==> src/rtl/jzjpcc_pkg.sv <==
// Shared types for the jzjpcc RV32I pipeline: ALU encodings, operand-mux modes
// and the execute->memory pipeline register layout.
package jzjpcc_pkg;

    typedef enum logic [2:0] {
        ADD  = 3'b000,
        SLL  = 3'b001,
        SLT  = 3'b010,
        SLTU = 3'b011,
        XOR  = 3'b100,
        SRL  = 3'b101,
        OR   = 3'b110,
        AND  = 3'b111
    } aluOp_t;

    typedef enum logic [1:0] {
        RS1_RS2  = 2'b00,
        RS1_IMM  = 2'b01,
        PC_IMM   = 2'b10,
        ZERO_IMM = 2'b11
    } aluMuxMode_t;

    localparam logic RD_SRC_ALU = 1'b0;
    localparam logic RD_SRC_MEM = 1'b1;

    typedef struct packed {
        logic        rdWriteEnable;
        logic        memoryWriteEnable;
        logic        rdSource;
        logic [4:0]  rdAddr;
        logic [2:0]  funct3;
        logic [31:0] aluResult;
        logic [31:0] storeData;
    } exMem_t;

    // Memory stage is younger than writeback, so it wins; x0 and loads never forward.
    function automatic logic [31:0] fwd_sel(
        input logic [4:0]  addr,
        input logic [31:0] rfVal,
        input logic        memWe,
        input logic [4:0]  memRd,
        input logic        memSrc,
        input logic [31:0] memVal,
        input logic        wbWe,
        input logic [4:0]  wbRd,
        input logic [31:0] wbVal
    );
        if (memWe && (memRd == addr) && (addr != 5'd0) && (memSrc == RD_SRC_ALU))
            return memVal;
        else if (wbWe && (wbRd == addr) && (addr != 5'd0))
            return wbVal;
        else
            return rfVal;
    endfunction

endpackage

==> src/rtl/jzjpcc_execute_if.sv <==
// Decode->execute pipeline register as seen by the execute stage.
interface jzjpcc_execute_if #(parameter int PC_MAX_B = 15);
    logic                rdWriteEnable;
    logic                memoryWriteEnable;
    logic                rdSource;
    logic [4:0]          rdAddr;
    logic [2:0]          funct3;
    logic [4:0]          rs1Addr;
    logic [4:0]          rs2Addr;
    logic [31:0]         rs1;
    logic [31:0]         rs2;
    logic [31:0]         imm;
    logic [1:0]          aluMuxMode;
    logic [2:0]          aluOperation;
    logic                aluMod;
    logic [PC_MAX_B:2]   currentPC;

    modport decode (output rdWriteEnable, memoryWriteEnable, rdSource, rdAddr, funct3,
                    rs1Addr, rs2Addr, rs1, rs2, imm, aluMuxMode, aluOperation, aluMod, currentPC);
    modport execute (input rdWriteEnable, memoryWriteEnable, rdSource, rdAddr, funct3,
                     rs1Addr, rs2Addr, rs1, rs2, imm, aluMuxMode, aluOperation, aluMod, currentPC);
endinterface

==> src/rtl/jzjpcc_memory_if.sv <==
// Execute->memory pipeline register; driven by execute, consumed by memory.
interface jzjpcc_memory_if;
    logic        rdWriteEnable;
    logic        memoryWriteEnable;
    logic        rdSource;
    logic [4:0]  rdAddr;
    logic [2:0]  funct3;
    logic [31:0] aluResult;
    logic [31:0] storeData;

    modport execute (output rdWriteEnable, memoryWriteEnable, rdSource, rdAddr, funct3,
                     aluResult, storeData);
    modport memory (input rdWriteEnable, memoryWriteEnable, rdSource, rdAddr, funct3,
                    aluResult, storeData);
endinterface

==> src/rtl/jzjpcc_alu.sv <==
// Combinational RV32I ALU; op is the funct3 encoding, mod selects sub/sra.
module jzjpcc_alu
    import jzjpcc_pkg::*;
(
    input  logic [31:0] a,
    input  logic [31:0] b,
    input  aluOp_t      op,
    input  logic        mod,
    output logic [31:0] result
);

    logic [4:0] shamt;
    assign shamt = b[4:0];

    always_comb begin
        result = '0;
        case (op)
            ADD:  result = mod ? (a - b) : (a + b);
            SLL:  result = a << shamt;
            SLT:  result = {31'd0, $signed(a) < $signed(b)};
            SLTU: result = {31'd0, a < b};
            XOR:  result = a ^ b;
            SRL:  result = mod ? $unsigned($signed(a) >>> shamt) : (a >> shamt);
            OR:   result = a | b;
            AND:  result = a & b;
            default: result = '0;
        endcase
    end

endmodule

==> src/rtl/jzjpcc_execute.sv <==
// Execute stage: operand forwarding, ALU, and the execute->memory pipeline register.
module jzjpcc_execute
    import jzjpcc_pkg::*;
#(
    parameter int PC_MAX_B = 15
) (
    input  logic                   clock,
    input  logic                   reset,
    jzjpcc_execute_if.execute      executeIF,
    jzjpcc_memory_if.execute       memoryIF,
    input  logic                   rdWriteEnable_writeback,
    input  logic [4:0]             rdAddr_writeback,
    input  logic [31:0]            rdData_writeback,
    input  logic                   flush_memory
);

    exMem_t      mem_q, mem_d;
    logic [31:0] rs1f, rs2f;
    logic [31:0] opA, opB;
    logic [31:0] aluOut;
    logic        aluModEff;
    aluOp_t      aluOp;
    aluMuxMode_t muxMode;

    assign aluOp   = aluOp_t'(executeIF.aluOperation);
    assign muxMode = aluMuxMode_t'(executeIF.aluMuxMode);

    assign rs1f = fwd_sel(executeIF.rs1Addr, executeIF.rs1,
                          mem_q.rdWriteEnable, mem_q.rdAddr, mem_q.rdSource, mem_q.aluResult,
                          rdWriteEnable_writeback, rdAddr_writeback, rdData_writeback);
    assign rs2f = fwd_sel(executeIF.rs2Addr, executeIF.rs2,
                          mem_q.rdWriteEnable, mem_q.rdAddr, mem_q.rdSource, mem_q.aluResult,
                          rdWriteEnable_writeback, rdAddr_writeback, rdData_writeback);

    always_comb begin
        opA = rs1f;
        opB = executeIF.imm;
        case (muxMode)
            RS1_RS2:  begin opA = rs1f; opB = rs2f; end
            RS1_IMM:  opA = rs1f;
            PC_IMM:   opA = 32'({executeIF.currentPC[PC_MAX_B:2], 2'b00});
            ZERO_IMM: opA = '0;
            default:  opA = rs1f;
        endcase
    end

    // aluMod means sub only for register-register add (addi has no sub form); sra always.
    assign aluModEff = executeIF.aluMod & ((aluOp != ADD) | (muxMode == RS1_RS2));

    jzjpcc_alu u_alu (
        .a      (opA),
        .b      (opB),
        .op     (aluOp),
        .mod    (aluModEff),
        .result (aluOut)
    );

    always_comb begin
        mem_d.rdWriteEnable     = executeIF.rdWriteEnable & ~flush_memory;
        mem_d.memoryWriteEnable = executeIF.memoryWriteEnable & ~flush_memory;
        mem_d.rdSource          = executeIF.rdSource;
        mem_d.rdAddr            = executeIF.rdAddr;
        mem_d.funct3            = executeIF.funct3;
        mem_d.aluResult         = aluOut;
        mem_d.storeData         = rs2f;
    end

    always_ff @(posedge clock) begin
        if (reset)
            mem_q <= '0;
        else
            mem_q <= mem_d;
    end

    assign memoryIF.rdWriteEnable     = mem_q.rdWriteEnable;
    assign memoryIF.memoryWriteEnable = mem_q.memoryWriteEnable;
    assign memoryIF.rdSource          = mem_q.rdSource;
    assign memoryIF.rdAddr            = mem_q.rdAddr;
    assign memoryIF.funct3            = mem_q.funct3;
    assign memoryIF.aluResult         = mem_q.aluResult;
    assign memoryIF.storeData         = mem_q.storeData;

endmodule

==> src/flat_wrapper.sv <==
// flat-port wrapper written by rule: the top's interface ports become plain ports
module jzjpcc_execute_flat import jzjpcc_pkg::*;
#(
    parameter int PC_MAX_B = 15
)
  (clock, reset, rdWriteEnable_writeback, rdAddr_writeback, rdData_writeback, flush_memory, executeIF_rdWriteEnable, executeIF_memoryWriteEnable, executeIF_rdSource, executeIF_rdAddr, executeIF_funct3, executeIF_rs1Addr, executeIF_rs2Addr, executeIF_rs1, executeIF_rs2, executeIF_imm, executeIF_aluMuxMode, executeIF_aluOperation, executeIF_aluMod, executeIF_currentPC, memoryIF_rdWriteEnable, memoryIF_memoryWriteEnable, memoryIF_rdSource, memoryIF_rdAddr, memoryIF_funct3, memoryIF_aluResult, memoryIF_storeData);
  jzjpcc_execute_if #(.PC_MAX_B(PC_MAX_B)) executeIF_i ();
  jzjpcc_memory_if memoryIF_i ();
  input  logic clock;
  input  logic reset;
  input  logic rdWriteEnable_writeback;
  input  logic [4:0] rdAddr_writeback;
  input  logic [31:0] rdData_writeback;
  input  logic flush_memory;
  input wire logic [$bits(executeIF_i.rdWriteEnable)-1:0] executeIF_rdWriteEnable;
  input wire logic [$bits(executeIF_i.memoryWriteEnable)-1:0] executeIF_memoryWriteEnable;
  input wire logic [$bits(executeIF_i.rdSource)-1:0] executeIF_rdSource;
  input wire logic [$bits(executeIF_i.rdAddr)-1:0] executeIF_rdAddr;
  input wire logic [$bits(executeIF_i.funct3)-1:0] executeIF_funct3;
  input wire logic [$bits(executeIF_i.rs1Addr)-1:0] executeIF_rs1Addr;
  input wire logic [$bits(executeIF_i.rs2Addr)-1:0] executeIF_rs2Addr;
  input wire logic [$bits(executeIF_i.rs1)-1:0] executeIF_rs1;
  input wire logic [$bits(executeIF_i.rs2)-1:0] executeIF_rs2;
  input wire logic [$bits(executeIF_i.imm)-1:0] executeIF_imm;
  input wire logic [$bits(executeIF_i.aluMuxMode)-1:0] executeIF_aluMuxMode;
  input wire logic [$bits(executeIF_i.aluOperation)-1:0] executeIF_aluOperation;
  input wire logic [$bits(executeIF_i.aluMod)-1:0] executeIF_aluMod;
  input wire logic [$bits(executeIF_i.currentPC)-1:0] executeIF_currentPC;
  output wire logic [$bits(memoryIF_i.rdWriteEnable)-1:0] memoryIF_rdWriteEnable;
  output wire logic [$bits(memoryIF_i.memoryWriteEnable)-1:0] memoryIF_memoryWriteEnable;
  output wire logic [$bits(memoryIF_i.rdSource)-1:0] memoryIF_rdSource;
  output wire logic [$bits(memoryIF_i.rdAddr)-1:0] memoryIF_rdAddr;
  output wire logic [$bits(memoryIF_i.funct3)-1:0] memoryIF_funct3;
  output wire logic [$bits(memoryIF_i.aluResult)-1:0] memoryIF_aluResult;
  output wire logic [$bits(memoryIF_i.storeData)-1:0] memoryIF_storeData;
  assign executeIF_i.rdWriteEnable = executeIF_rdWriteEnable;
  assign executeIF_i.memoryWriteEnable = executeIF_memoryWriteEnable;
  assign executeIF_i.rdSource = executeIF_rdSource;
  assign executeIF_i.rdAddr = executeIF_rdAddr;
  assign executeIF_i.funct3 = executeIF_funct3;
  assign executeIF_i.rs1Addr = executeIF_rs1Addr;
  assign executeIF_i.rs2Addr = executeIF_rs2Addr;
  assign executeIF_i.rs1 = executeIF_rs1;
  assign executeIF_i.rs2 = executeIF_rs2;
  assign executeIF_i.imm = executeIF_imm;
  assign executeIF_i.aluMuxMode = executeIF_aluMuxMode;
  assign executeIF_i.aluOperation = executeIF_aluOperation;
  assign executeIF_i.aluMod = executeIF_aluMod;
  assign executeIF_i.currentPC = executeIF_currentPC;
  assign memoryIF_rdWriteEnable = memoryIF_i.rdWriteEnable;
  assign memoryIF_memoryWriteEnable = memoryIF_i.memoryWriteEnable;
  assign memoryIF_rdSource = memoryIF_i.rdSource;
  assign memoryIF_rdAddr = memoryIF_i.rdAddr;
  assign memoryIF_funct3 = memoryIF_i.funct3;
  assign memoryIF_aluResult = memoryIF_i.aluResult;
  assign memoryIF_storeData = memoryIF_i.storeData;
  jzjpcc_execute #(.PC_MAX_B(PC_MAX_B)) u_core (.clock(clock), .reset(reset), .executeIF(executeIF_i), .memoryIF(memoryIF_i), .rdWriteEnable_writeback(rdWriteEnable_writeback), .rdAddr_writeback(rdAddr_writeback), .rdData_writeback(rdData_writeback), .flush_memory(flush_memory));
endmodule
==> config.mk <==
export PLATFORM = sky130hd
export DESIGN_NAME = jzjpcc_execute_flat
export DESIGN_NICKNAME = d
export VERILOG_FILES = /design/src/rtl/jzjpcc_pkg.sv /design/src/rtl/jzjpcc_execute_if.sv /design/src/rtl/jzjpcc_memory_if.sv /design/src/rtl/jzjpcc_alu.sv /design/src/rtl/jzjpcc_execute.sv /design/src/flat_wrapper.sv
export SDC_FILE = /design/constraint.sdc
export NUM_CORES = 1
export LEC_CHECK = 0
export ABC_CLOCK_PERIOD_IN_PS = 9570
export BUFFER_PORTS_ARGS = -buffer_cell sky130_fd_sc_hd__buf_2
export CAP_MARGIN = 20
export CORE_MARGIN = 4
export CORE_UTILIZATION = 35
export CTS_CLUSTER_DIAMETER = 200
export DETAILED_ROUTE_END_ITERATION = 6
export GPL_TIMING_DRIVEN = 1
export PLACE_DENSITY = 0.53
export SETUP_SLACK_MARGIN = 0.05
export SYNTH_ARGS = -nofsm -noshare
export SYNTH_HDL_FRONTEND = slang
export SYNTH_HIERARCHICAL = 1
export SYNTH_SLANG_ARGS = --single-unit
==> constraint.sdc <==
create_clock -name clock -period 9.57 [get_ports clock]
set_clock_uncertainty 0.1 [all_clocks]
set_input_delay 1.914 -clock clock [delete_from_list [all_inputs] [get_ports clock]]
set_output_delay 1.914 -clock clock [all_outputs]
set_load 0.005 [all_outputs]
# --- Word-level counts from Yosys, hierarchy flattened ---
# Cells that the tools add are included.
# Widths: inputs -> output; s select.
classes:
  n_mul: 0
  bitwise: 9
  n_reduce_logical: 16
  addsub: 2
  n_lt_le_gt_ge: 2
  div: 0
  n_shift: 3
  mux: 9
  n_eq_ne: 14
ops:
  columns: ["cell", "n"]
  rows:
  - ["$pmux 32 s8", 1]
  - ["$mux 32", 7]
  - ["$pmux 32 s3", 1]
  - ["$lt 32x32->1", 2]
  - ["$add 32x32->32", 1]
  - ["$and 32x32->32", 1]
  - ["$or 32x32->32", 1]
  - ["$shl 32x5->32", 1]
  - ["$shr 32x5->32", 1]
  - ["$sshr 32x5->32", 1]
  - ["$sub 32x32->32", 1]
  - ["$xor 32x32->32", 1]
  - ["$eq 5x5->1", 4]
  - ["$eq 3x3->1 const B", 4]
  - ["$logic_and 1x1->1", 10]
  - ["$reduce_bool 5->1", 2]
  - ["$eq 3x2->1 const B", 2]
  - ["$eq 2x2->1 const B", 2]
  - ["$and 1x1->1", 3]
  - ["$eq 3x1->1 const B", 1]
  - ["$logic_not 3->1", 1]
  - ["$reduce_bool 3->1", 1]
  - ["$eq 2x1->1 const B", 1]
  - ["$logic_not 2->1", 1]
  - ["other kinds (3)", 4]
word_totals:
  in_bits: 178
  elab_cells: 62
  romBits: 0
  register_bits: 75
  latchBits: 0
  memories: 0
  ramBits: 0
  output_inout_bits: 75

# --- Logic depth before layout (Yosys ltp) ---
# Gate-level depths: netlist of the first run.
depth:
  ltp_word: 9
  mapped_depth: 24
  mapped_depth_nobuf: 19

# --- Cells and area by module ---
# The synthesis of the first run kept the hierarchy.
by_module_without_submodules:
  columns: ["mod", "cells_per_inst", "instances", "seq_area_each_um2", "area_per_inst_um2"]
  rows:
  - ["jzjpcc_alu", 1319, 1, 0.0, 8784.7]
  - ["jzjpcc_execute", 588, 1, 1501.4, 4838.4]

# --- Least setup slack after synthesis of the first run ---
# No wires, ideal clock.
synth_timing:
  path_kind: "in2reg"
  startpoint: "in executeIF_rs2Addr[0]"
  endpoint: "reg u_core.mem_q (netlist bit u_core/memoryIF.aluResult[26])"
  setup_ns: 0.128
  required_ns: 9.342
  arrival_time_ns: 6.460
  setup_slack_ns: 2.882
  cell_stages: 23
  path_cell_list: "nor4_2 > o21ai_2 > and3_1 > buf_6 > buf_12 > a211oi_4 > o31ai_2 > clkbuf_1 > inv_1 > buf_2 > buf_1 > buf_2 > ha_1 > nand2b_1 > a21oi_1 > o21a_2 > o211ai_2 > a311oi_1 > o211ai_1 > and3_1 > or3_1 > a31o_1 > nor2b_1"
synth_between:
  elab_chain_cells: 9
synth_lines:
  columns: ["element", "line_no", "text"]
  rows:
  - ["start, declared", "flat_wrapper.sv:21", "input wire logic [$bits(executeIF_i.rs2Addr)-1:0] executeIF_rs2Addr;"]
  - ["$eq 5x5->1 (on tied branches)", "jzjpcc_pkg.sv:50, jzjpcc_pkg.sv:48", null]
  - ["$logic_and 1x1->1 (on tied branches) (2 in series)", "jzjpcc_pkg.sv:50, jzjpcc_pkg.sv:48", null]
  - ["$mux 32 / $logic_and 1x1->1 (equally long branches)", "jzjpcc_pkg.sv:50, jzjpcc_pkg.sv:48", null]
  - ["$mux 32 (*)", "jzjpcc_pkg.sv:48", "if (memWe && (memRd == addr) && (addr != 5'd0) && (memSrc == RD_SRC_ALU))"]
  - ["$mux 32 (*)", "jzjpcc_execute.sv:38", "case (muxMode)"]
  - ["net u_core.opB[2]", "jzjpcc_execute.sv:19", "logic [31:0] opA, opB;"]
  - ["$add 32x32->32 (tied with other cells)", "jzjpcc_alu.sv:18", "ADD: result = mod ? (a - b) : (a + b);"]
  - ["$mux 32 (on tied branches)", "jzjpcc_alu.sv:18, jzjpcc_alu.sv:23", null]
  - ["$pmux 32 s8 (*)", "jzjpcc_alu.sv:17", "case (op)"]
  - ["net u_core.aluOut[26]", "jzjpcc_execute.sv:20", "logic [31:0] aluOut;"]
  - ["end signal, assigned", "jzjpcc_execute.sv:72", "mem_q <= mem_d;"]
  - ["end, declared", "jzjpcc_execute.sv:17", "exMem_t mem_q, mem_d;"]
# The timed path passes the listed nets; every way through them passes the cells marked *.
# A chain may end at the register's enable or synchronous reset.

# --- Final worst setup path of the first run ---
layout_timing:
  startpoint: "in rdAddr_writeback[3]"
  endpoint: "reg u_core.mem_q (netlist bit u_core/memoryIF.aluResult[28])"
layout_between:
  elab_chain_cells: 9
layout_lines:
  columns: ["element", "line_no", "text"]
  rows:
  - ["start, declared", "flat_wrapper.sv:12", "input logic [4:0] rdAddr_writeback;"]
  - ["$eq 5x5->1 (*)", "jzjpcc_pkg.sv:50", "else if (wbWe && (wbRd == addr) && (addr != 5'd0))"]
  - ["$logic_and 1x1->1 (*) (2 in series)", "jzjpcc_pkg.sv:50", null]
  - ["$mux 32 (*)", "jzjpcc_pkg.sv:50", null]
  - ["$mux 32 (*)", "jzjpcc_pkg.sv:48", null]
  - ["$pmux 32 s3 (*)", "jzjpcc_execute.sv:38", null]
  - ["net u_core.opA[0]", "jzjpcc_execute.sv:19", null]
  - ["$add 32x32->32 (tied with other cells)", "jzjpcc_alu.sv:18", null]
  - ["$mux 32 (on tied branches)", "jzjpcc_alu.sv:18, jzjpcc_alu.sv:23", null]
  - ["$pmux 32 s8 (*)", "jzjpcc_alu.sv:17", null]
  - ["net u_core.aluOut[28]", "jzjpcc_execute.sv:20", null]
# Marks and branches as above.

==> results.md, run 1 <==
* Grt ovf at 0
* Post-Synth Adder-Cell Area at 9.20%
* Busiest metal layer after global routing: met2
* Cell depth of the worst setup path at 20
* Via-per-instance ratio at 6.11
* Clk pin slew, worst setup/hold paths at 70 ps
* Delay-heaviest family, CP: compound AO/OA/AOI/OAI gates
* Setup bufs post-CTS at 0
* RD Place Congestion at 0.990
* Synth cell types at 87
* VDD IR max at 0.0000840 V
* I/O Pins at 253
* R2R depth at 17
* Max-Cap Viols at 0
* Static Leak at 6.87 nW
* Post-Synth XOR/XNOR Area at 2.76%
* CP endpoint: u_core/memoryIF.aluResult[28]
* Mux cell area share after synthesis at 11.5%
* Count of antenna-violating nets left after detailed routing at 0
* TritonCTS clock tree: done
* Die area at 42,100 sq um
* Crit path max fanout at 16
* Pre-antenna DRT Iters at 7
* Clock Tree Buf Depth at 2
* Worst Path Class, Setup: in -> reg
* H-tree Lvls at 3
* Detailed Place HPWL at 49,900 um
* Post-synthesis cell count at 1,907
* PD cells at 110 nW/um^2
* Final Max Slew Viols at 0
* Highest clock rate at 131 MHz
* Final worst-path setup slack at 1910 ps
* Slowest CP cell: a311oi_1
* Met1 Resource Use GR at 37.6%
* Initial core utilization at 35.3%
* Startpoint types: input pin
* Final Util at 40.5%
* Die X at 205 um
* Area grow syn2layout at 14.7%
* Worst path bufs/invs at 3
* Vias at 15,800
* Max-slew headroom at 30.4%
* DP Worst Slack at 1650 ps
* Sequential-to-total area share from yosys stat at 11.0%
* Iteration-0 DRC Markers at 1,712
* Fraction of registers with async set/reset at 0%
* Worst Tran Pin Value at 1040 ps
* First-pass GRT wire length at 93,600 um
* Core Footprint at 38,600 sq um
* CP Launch Point: rdAddr_writeback[3]
* Status: finished with violations
* Reg-to-reg endpoint: u_core/memoryIF.aluResult[28]
* Fin area at 15,600 sq um
* Setup Viol. Count Final at 0
* Compound-gate portion of the synthesized area at 34.1%
* FF-to-FF Start: u_core/memoryIF.rdAddr[0]
* Syn Area/Cell at 7.14 sq um
* Failing checks: DRC
* Post-synthesis simple-gate area fraction at 21.5%
* Yosys warnings at 6
* Total wire length at 64,200 um
* Die Y-Extent at 205 um
* Yosys reg bits at 75
* Final hold viol count at 0
* # DRC at 1
* Ratio of cells with drive above 1 in the final layout at 21.9%
* CP max stage delay at 860 ps
* Global Route met2 Usage at 46.2%
* Synth Flop Type: dfxtp_1
* Antenna diodes at 0
* Min Tclk post-route at 7660 ps
* Initial antenna violation count at 2
* CTS Buf Count at 9
* Gates resized, CTS repair at 0
* Core Rows at 72
* Largest family of logic cells by synthesized area: compound AO/OA/AOI/OAI gates
* PortBufs at 252
* Via count of the first global-routing pass at 15,000
* Largest net degree at the start of global routing at 85
* Crit path capture type: flop
* Clock Latency Late Sink at 360 ps
* Tcrit/Tclk final at 80.1%
* EDFF count, synth at 0
* Reg2reg setup slack at 3380 ps
* Hold/Removal Path Class: reg -> reg
* Fin nets at 2,344
* M3 GR Usage at 5.55%
* Total Routing Usage GR at 28.7%
* Syn Nets at 2,184
* Area after DPL at 15,300 sq um
* CP arrival at 7760 ps
* Crit path required time at 9670 ps
* Hold_buf cts at 0
* # clock sinks at 75
* Avg WL per Cell at 24.8 um
* Root Buffer: clkbuf_16
* Post-Syn Area at 13,600 sq um
* RSZ-0062 raised after global routing: false
* Setup TNS at 0 ps
* Cell Chain, Critical Path: buf_2, or2_0, o21ai_2, and3_1, buf_4, nand2_1, a311oi_1, ha_1, inv_1, fa_1, nor2b_1, o21ai_1, a21oi_1, o21a_1, o21ai_0, a2111oi_0, o21ai_0, a311oi_1, nand2_1, nor2b_1
layer usage:
metal | vias up | wire, um
met3 | 156 | 5370
met4 | 2 | 3060
met2 | 876 | 29700
li1 | 7246 | -
met1 | 7541 | 26100
met5 | - | 16
how the worst min path moves through the flow:
stage                                       start                            end  cells past startpoint
floorplan           u_core/memoryIF.aluResult[10]  u_core/memoryIF.storeData[10]                      2
global placement    u_core/memoryIF.aluResult[15]  u_core/memoryIF.storeData[15]                      2
detailed placement  u_core/memoryIF.aluResult[15]  u_core/memoryIF.storeData[15]                      2
CTS                 u_core/memoryIF.aluResult[15]  u_core/memoryIF.storeData[15]                      2
global route        u_core/memoryIF.aluResult[18]  u_core/memoryIF.storeData[18]                      2
finish              u_core/memoryIF.aluResult[15]  u_core/memoryIF.storeData[15]                      2
cells in the mapped netlist, types with 31 or more instances:
master	count	area share (%)
mux2i_1	56	4.1
clkbuf_1	100	2.8
a21oi_1	131	4.8
nor2b_1	55	2.5
o31ai_1	40	2.2
buf_2	31	1.1
a31oi_1	40	1.8
mux4_2	31	5.1
dfxtp_1	75	11
nor2_1	213	5.9
nor3_1	58	2.1
inv_1	146	4.0
o21ai_0	144	5.3
nand2_1	183	5.0
ha_1	97	8.9
power by group:
group          leakage (nW)  internal [mW]  switching (mW)
clock                 0.156          0.231           0.161
sequential            0.621          0.336          0.0221
combinational          6.09          0.353           0.620
stage by stage:
| stage | std cells | total power, mW | hold WS, ps |
|---|---|---|---|
| 2_1_floorplan | 1907 | 0.976 | 442 |
| 3_3_place_gp | 2574 | 1.31 | 463 |
| 5_1_grt | 2590 | 1.81 | 502 |
| 3_5_place_dp | 2574 | 1.31 | 471 |
| 6_report | 2590 | 1.72 | 489 |
| 4_1_cts | 2590 | 1.71 | 484 |
logic make-up after synthesis:
family	Yosys count
buf+inv	313
mux	102
xor+xnor	43
simple gates	634
flops	75
fa+ha+maj	99
compound gates	641
cells in the final DEF, fill, tap and decap left out, types with 15 or more instances in the layout:
master	synthesis	routed
a211oi_1	25	25
a211oi_4	20	20
a21oi_1	131	131
a221oi_1	26	26
a22oi_1	15	15
a311oi_1	25	21
a31oi_1	40	40
and3_1	23	21
buf_2	31	252
buf_4	11	60
dfxtp_1	75	75
ha_1	97	97
inv_1	146	145
mux2i_1	56	56
mux4_2	31	31
nand2_1	183	183
nand3_1	25	25
nor2_1	213	211
nor2b_1	55	55
nor3_1	58	57
o211ai_1	28	28
o21ai_0	144	144
o31ai_1	40	39
o31ai_2	19	15
xnor2_1	25	25
xor2_1	18	18
state kept, by name (all words and copies together), names as in the netlist:
register / flops
u_core/memoryIF.aluResult: 32
u_core/memoryIF.rdAddr: 5
u_core/memoryIF.memoryWriteEnable: 1
u_core/memoryIF.rdWriteEnable: 1
u_core/memoryIF.funct3: 3
u_core/memoryIF.storeData: 32
u_core/memoryIF.rdSource: 1
worst min-delay path: stages (launching register included):
cell and delay, ps:
dfxtp_1 320, nor2_1 160, nor3_1 60
cell type report:
type / instances / area, sq um
repair buffers: 313 / 1730
inverters: 149 / 559
clock buffers: 9 / 225
clock inverters: 7 / 98.8
fillers: 4244 / 22900
well taps: 518 / 648
flip-flops and latches: 75 / 1500
multi-input cells: 1519 / 10900
Note: power is estimated with default switching activity, not from simulation.
==> run 2: changes to the inputs <==
ABC_CLOCK_PERIOD_IN_PS = 6700   (was 9570)
PLACE_DENSITY = 0.55   (was 0.53)
clock period = 6.7 ns   (was 9.57 ns; I/O delays follow)
==> run 2 against run 1 <==
Against the previous run: sequential cell count stayed put; cell area is 2.5% higher; global-route usage is 0.92 points higher; clock power is 34% higher; first-iteration DRC count is 2.2% lower; the flow now finishes without violations; sequential share of layout area is 0.24 points lower; via count is 0.55% higher; non-clock buffer count is 51 higher; critical path depth is 1 higher; register-to-register slack worse by 2200 ps; worst hold slack hardly changed.
==> results.md, run 2 (synthesis results as in run 1) <==
* Psw at 1.16 mW (+44%)
* Status: finished, final reports clean
* Total wire length at 65,700 um (+2.3%)
* Worst Path Class, Setup: in -> reg
* Grt ovf at 0 (unchanged)
* Most frequent cells in the layout: 252 x buf_2, 212 x nor2_1, 183 x nand2_1, 145 x inv_1, 144 x o21ai_0
* Final Max Slew Viols at 0 (unchanged)
* VDD IR max at 0.000129 V (+54%)
* Final worst-path setup slack at 510 ps (-1400 ps)
* I/O Pins at 253 (unchanged)
* Clock Tree Buf Depth at 2 (unchanged)
* H-tree Lvls at 3 (unchanged)
* Die Y-Extent at 205 um (unchanged)
* Pre-antenna DRT Iters at 7 (unchanged)
* Tcrit/Tclk final at 92.4%
* Via-per-instance ratio at 6.03 (-1.4%)
* Comb pwr share at 58.2% (+1.7 points)
* Count of antenna-violating nets left after detailed routing at 0 (unchanged)
* Die area at 42,100 sq um (unchanged)
* Via count of the first global-routing pass at 15,100 (+0.53%)
* Core Footprint at 38,600 sq um (unchanged)
* PortBufs at 252 (unchanged)
* Vias at 15,900 (+0.55%)
* Die X at 205 um (unchanged)
* Worst Tran Pin Value at 987 ps (-49.5 ps)
* Min Tclk post-route at 6190 ps
* Antenna diodes at 0 (unchanged)
* Setup bufs post-CTS at 0 (unchanged)
* First-pass GRT wire length at 96,000 um (+2.5%)
* Max-Cap Viols at 0 (unchanged)
* Setup Viol. Count Final at 0 (unchanged)
* PD cells at 154 nW/um^2 (+40%)
* Commonest non-fill, non-tap cell in the layout: buf_2
* RSZ-0062 raised after global routing: false
* Initial antenna violation count at 0 (-2)
* CTS Buf Count at 9 (unchanged)
* Filler cells at 4,252 (+0.19%)
* Final hold viol count at 0 (unchanged)
* Gates resized, CTS repair at 0 (unchanged)
* Area taken by flip-flops and latches at 1500 sq um (unchanged)
* Switching share of power at 46.8% (+0.13 points)
* # DRC at 0 (-1)
* Hold/Removal Path Class: reg -> reg
* Crit path max fanout at 24 (+8)
* TritonCTS clock tree: done
* Clk pin slew, worst setup/hold paths at 70 ps (about the same)
* Static Leak at 7.12 nW (+3.6%)
* Highest clock rate at 162 MHz
* Core Rows at 72 (unchanged)
* # clock sinks at 75 (unchanged)
* Clock Latency Late Sink at 360 ps (about the same)
* Max-slew headroom at 34.2% (+3.8 points)
* Sequential Power Share at 20.7% (about the same)
* Crit path required time at 6810 ps (-2860 ps)
* Largest net degree at the start of global routing at 76 (-11%)
* Fin nets at 2,395 (+2.2%)
* Ratio of cells with drive above 1 in the final layout at 23.5% (+1.6 points)
* Total Routing Usage GR at 29.6% (+0.92 points)
* Crit path capture type: flop
* Root Buffer: clkbuf_16
* Startpoint types: input pin
* Initial core utilization at 35.3% (unchanged)
* Clock network power share at 21.1% (-1.6 points)
* RD Place Congestion at 0.999 (+0.98%)
* Area grow syn2layout at 17.6%
* DP Worst Slack at 284 ps (-1370 ps)
* Detailed Place HPWL at 52,600 um (+5.3%)
* Hold_buf cts at 0 (unchanged)
* CP arrival at 6300 ps (-1460 ps)
* Avg WL per Cell at 24.9 um (+0.34%)
* Internal at 1.32 mW (+43%)
* Iteration-0 DRC Markers at 1,674 (-2.2%)
* Multi-input logic area at 10,800 sq um (-0.20%)
* Setup TNS at 0 ps (unchanged)
==> run 2: cell types whose count changed in the layout (fill, tap and decap cells not counted), sizes merged <==
| cell | previous run | this run |
|---|---|---|
| buf | 313 | 364 |
| clkbuf | 9 | 11 |
| inv | 149 | 147 |
| bufinv | 2 | 1 |
==> run 2: metal layers <==
layer  vias to the layer above  routed length (um)  GRT usage (%)
li1                       7357                   -              -
met1                      7685               27200           39.1
met2                       759               31400           49.4
met3                       107                4830           5.06
met4                         0                2290           9.28
met5                         -                   0              0
==> run 2: path summary, 6_finish.rpt <==
check	from	end	slack, ps	depth (start not counted)
worst max-delay path	executeIF_rs1Addr[0]	u_core/memoryIF.aluResult[28]	510	21
worst min-delay path	u_core/memoryIF.aluResult[9]	u_core/memoryIF.storeData[9]	490	2
worst max register to register	u_core/memoryIF.rdAddr[1]	u_core/memoryIF.aluResult[25]	1220	18
worst min register to register	u_core/memoryIF.aluResult[9]	u_core/memoryIF.storeData[9]	490	2
==> run 2: final cells by class <==
type / count / area share, %
tap: 518 / 4.04
clock inverter: 4 / 0.320
sequential: 75 / 9.37
inverter: 149 / 3.49
clock buffer: 11 / 1.51
timing repair buffer: 364 / 13.6
multi-input combinational: 1519 / 67.7
==> run 2: power groups by stage <==
stage / sequential [mW] / clock (mW) / combinational (mW)
3_5_place_dp: 0.522 / 0 / 1.40
4_1_cts: 0.512 / 0.536 / 1.41
3_3_place_gp: 0.524 / 0 / 1.41
2_1_floorplan: 0.510 / 0 / 0.885
6_report: 0.511 / 0.522 / 1.44
5_1_grt: 0.515 / 0.556 / 1.54
==> run 2: stage by stage <==
stage / std cells / utilization [%] / total power [mW] / hold slack [ps] / cell area (sq um)
6_report: 2640 / 41.6 / 2.47 / 489 / 16000
5_1_grt: 2640 / 41.6 / 2.61 / 493 / 16000
4_1_cts: 2640 / 41.6 / 2.46 / 485 / 16000
3_5_place_dp: 2625 / 40.8 / 1.93 / 475 / 15700
3_3_place_gp: 2625 / 40.8 / 1.93 / 466 / 15700
2_1_floorplan: 1907 / - / 1.39 / 442 / 13600
==> run 2: worst max-delay path, stage by stage <==
cell and delay [ps]:
buf_2 130, nor4_1 440, and2b_1 210, or4_2 140, buf_4 270, nor2_1 70
a311oi_1 320, buf_4 240, ha_1 220, inv_1 80, fa_1 400, nor2b_1 120
o21ai_1 80, a21oi_1 210, o21a_1 220, o21ai_0 300, a2111oi_0 730, o21ai_0 260
a311oi_1 310, nand2_1 70, nor2b_1 120
==> run 3: changes to the inputs <==
CORE_UTILIZATION = 45   (was 35)
HOLD_SLACK_MARGIN = 0.15   (was default)
PLACE_DENSITY = 0.67   (was 0.55)
==> run 3 against run 2 <==
Against the previous run: combinational power about the same; critical path depth unchanged; clock power is 14% higher; non-clock buffer count grew 1; sequential cell count did not move; largest power group unchanged; register-to-register slack about the same; die area down 21%.
==> results.md, run 3 (synthesis results as in run 1) <==
* R2R depth at 19 (+1)
* I/O Pins at 253 (unchanged)
* Worst Path Class, Setup: in -> reg
* Hold/Removal Path Class: reg -> reg
* Crit path required time at 6820 ps (about the same)
* Via-per-instance ratio at 6.52 (+8.2%)
* Gates resized, CTS repair at 0 (unchanged)
* H-tree Lvls at 3 (unchanged)
* Reg-to-reg endpoint: u_core/memoryIF.aluResult[28]
* Startpoint types: input pin
* CP endpoint: u_core/memoryIF.aluResult[28]
* Setup Viol. Count Final at 0 (unchanged)
* PortBufs at 252 (unchanged)
* Reg2reg setup slack at 1210 ps (about the same)
* Core Rows at 63 (-13%)
* Die X at 182 um (-11%)
* Via count of the first global-routing pass at 15,100 (+0.17%)
* PD cells at 161 nW/um^2 (+4.2%)
* HP Start: u_core/memoryIF.aluResult[18]
* First-pass GRT wire length at 95,600 um (-0.37%)
* CP Launch Point: executeIF_rs1Addr[0]
* Highest clock rate at 158 MHz (-2.1%)
* Crit path capture type: flop
* Area grow syn2layout at 16.8%
* Core Footprint at 29,700 sq um (-23%)
* # DRC at 0 (unchanged)
* CTS Buf Count at 9 (unchanged)
* Hold_buf cts at 0 (unchanged)
* Crit path max fanout at 29 (+21%)
* Clock Latency Late Sink at 360 ps (about the same)
* RD Place Congestion at 1.02 (+2.5%)
* Detailed Place HPWL at 51,600 um (-1.9%)
* Dpl cells at 2,498 (-4.8%)
* Vias at 16,400 (+3.1%)
* RSZ-0062 raised after global routing: false
* Commonest non-fill, non-tap cell in the layout: buf_2
* Total wire length at 65,000 um (-1.0%)
* Hold_ws at 497 ps (+7.88 ps)
* Max-Cap Viols at 0 (unchanged)
* Max-slew headroom at 34.6% (+0.45 points)
* Setup bufs post-CTS at 0 (unchanged)
* Avg WL per Cell at 25.9 um (+3.9%)
* Fin area at 15,900 sq um (-0.74%)
* Total Routing Usage GR at 37.3% (+7.7 points)
* Static Leak at 7.15 nW (+0.41%)
* Fin nets at 2,396 (+0.042%)
* CP arrival at 6440 ps (+140 ps)
* Pre-antenna DRT Iters at 6 (-1)
* Initial core utilization at 45.8% (+11 points)
* Most frequent cells in the layout: 252 x buf_2, 212 x nor2_1, 183 x nand2_1, 145 x inv_1, 144 x o21ai_0
* Count of antenna-violating nets left after detailed routing at 0 (unchanged)
* Die Y-Extent at 182 um (-11%)
* Tcrit/Tclk final at 94.3% (+1.9 points)
* # clock sinks at 75 (unchanged)
* Die area at 33,100 sq um (-21%)
* Ratio of cells with drive above 1 in the final layout at 23.5% (+0.072 points)
* Worst Tran Pin Value at 970 ps (-17.0 ps)
* TritonCTS clock tree: done
* Final cell count without fillers at 2,515 (-4.7%)
* VDD IR max at 0.000121 V (-6.1%)
* Area after DPL at 15,600 sq um (-1.1%)
* Final Max Slew Viols at 0 (unchanged)
* Grt ovf at 0 (unchanged)
* Iteration-0 DRC Markers at 2,067 (+23%)
* Min Tclk post-route at 6320 ps (+130 ps)
* Largest net degree at the start of global routing at 83 (+9.2%)
* Clk pin slew, worst setup/hold paths at 70 ps (about the same)
* Setup TNS at 0 ps (unchanged)
* PnR Total Power at 2.56 mW (+3.5%)
* FF-to-FF Start: u_core/memoryIF.rdAddr[1]
* Final hold viol count at 0 (unchanged)
* Initial antenna violation count at 0 (unchanged)
* Root Buffer: clkbuf_16
* Clock Tree Buf Depth at 2 (unchanged)
* Status: finished, final reports clean
## run 3: area by class of cell
cell class | instances | area (sq um)
Tap cell | 390 | 488
Sequential cell | 75 | 1500
Antenna cell | 1 | 2.50
Timing Repair Buffer | 365 | 2170
Clock inverter | 7 | 116
Fill cell | 3041 | 13800
Clock buffer | 9 | 225
Multi-Input combinational cell | 1519 | 10800
Inverter | 149 | 559
## run 3: power by group
| part | switching [mW] | total [mW] | internal (mW) |
|---|---|---|---|
| combinational | 0.917 | 1.45 | 0.537 |
| clock | 0.232 | 0.596 | 0.364 |
| sequential | 0.0299 | 0.509 | 0.479 |
## run 3: worst min path at each step
| stage | endpoint | cells past startpoint |
|---|---|---|
| after floorplan | u_core/memoryIF.storeData[10] | 2 |
| after global placement | u_core/memoryIF.storeData[18] | 2 |
| after detailed placement | u_core/memoryIF.storeData[17] | 2 |
| after CTS | u_core/memoryIF.storeData[17] | 2 |
| after global routing | u_core/memoryIF.storeData[15] | 2 |
| final | u_core/memoryIF.storeData[18] | 2 |
## run 3: worst max-delay path: stages
cell       delay, ps
buf_2            120
nor4_1           410
and2b_1          220
or4_1            330
buf_4            350
nor2_1            90
a311oi_1         260
buf_4            220
ha_1             220
inv_1             80
fa_1             400
nor2b_1          140
o21ai_1           90
a21oi_1          210
o21a_1           170
o21ai_0          270
a2111oi_0        710
o21ai_0          260
a311oi_1         310
nand2_1           90
nor2b_1          130
## run 3: layer usage
| metal | track usage [%] | vias up | part of all wire (%) |
|---|---|---|---|
| met4 | 16.4 | 0 | 5.3 |
| li1 | - | 7337 | - |
| met2 | 59.6 | 1128 | 46 |
| met5 | 0.593 | - | 0 |
| met1 | 48.9 | 7764 | 39 |
| met3 | 7.27 | 175 | 9.7 |
## run 3: per-stage QoR
step,util (%),worst slack [ps]
2_1_floorplan,-,586
6_report,53.5,380
4_1_cts,53.5,521
3_5_place_dp,52.4,150
3_3_place_gp,52.4,326
5_1_grt,53.5,72.0
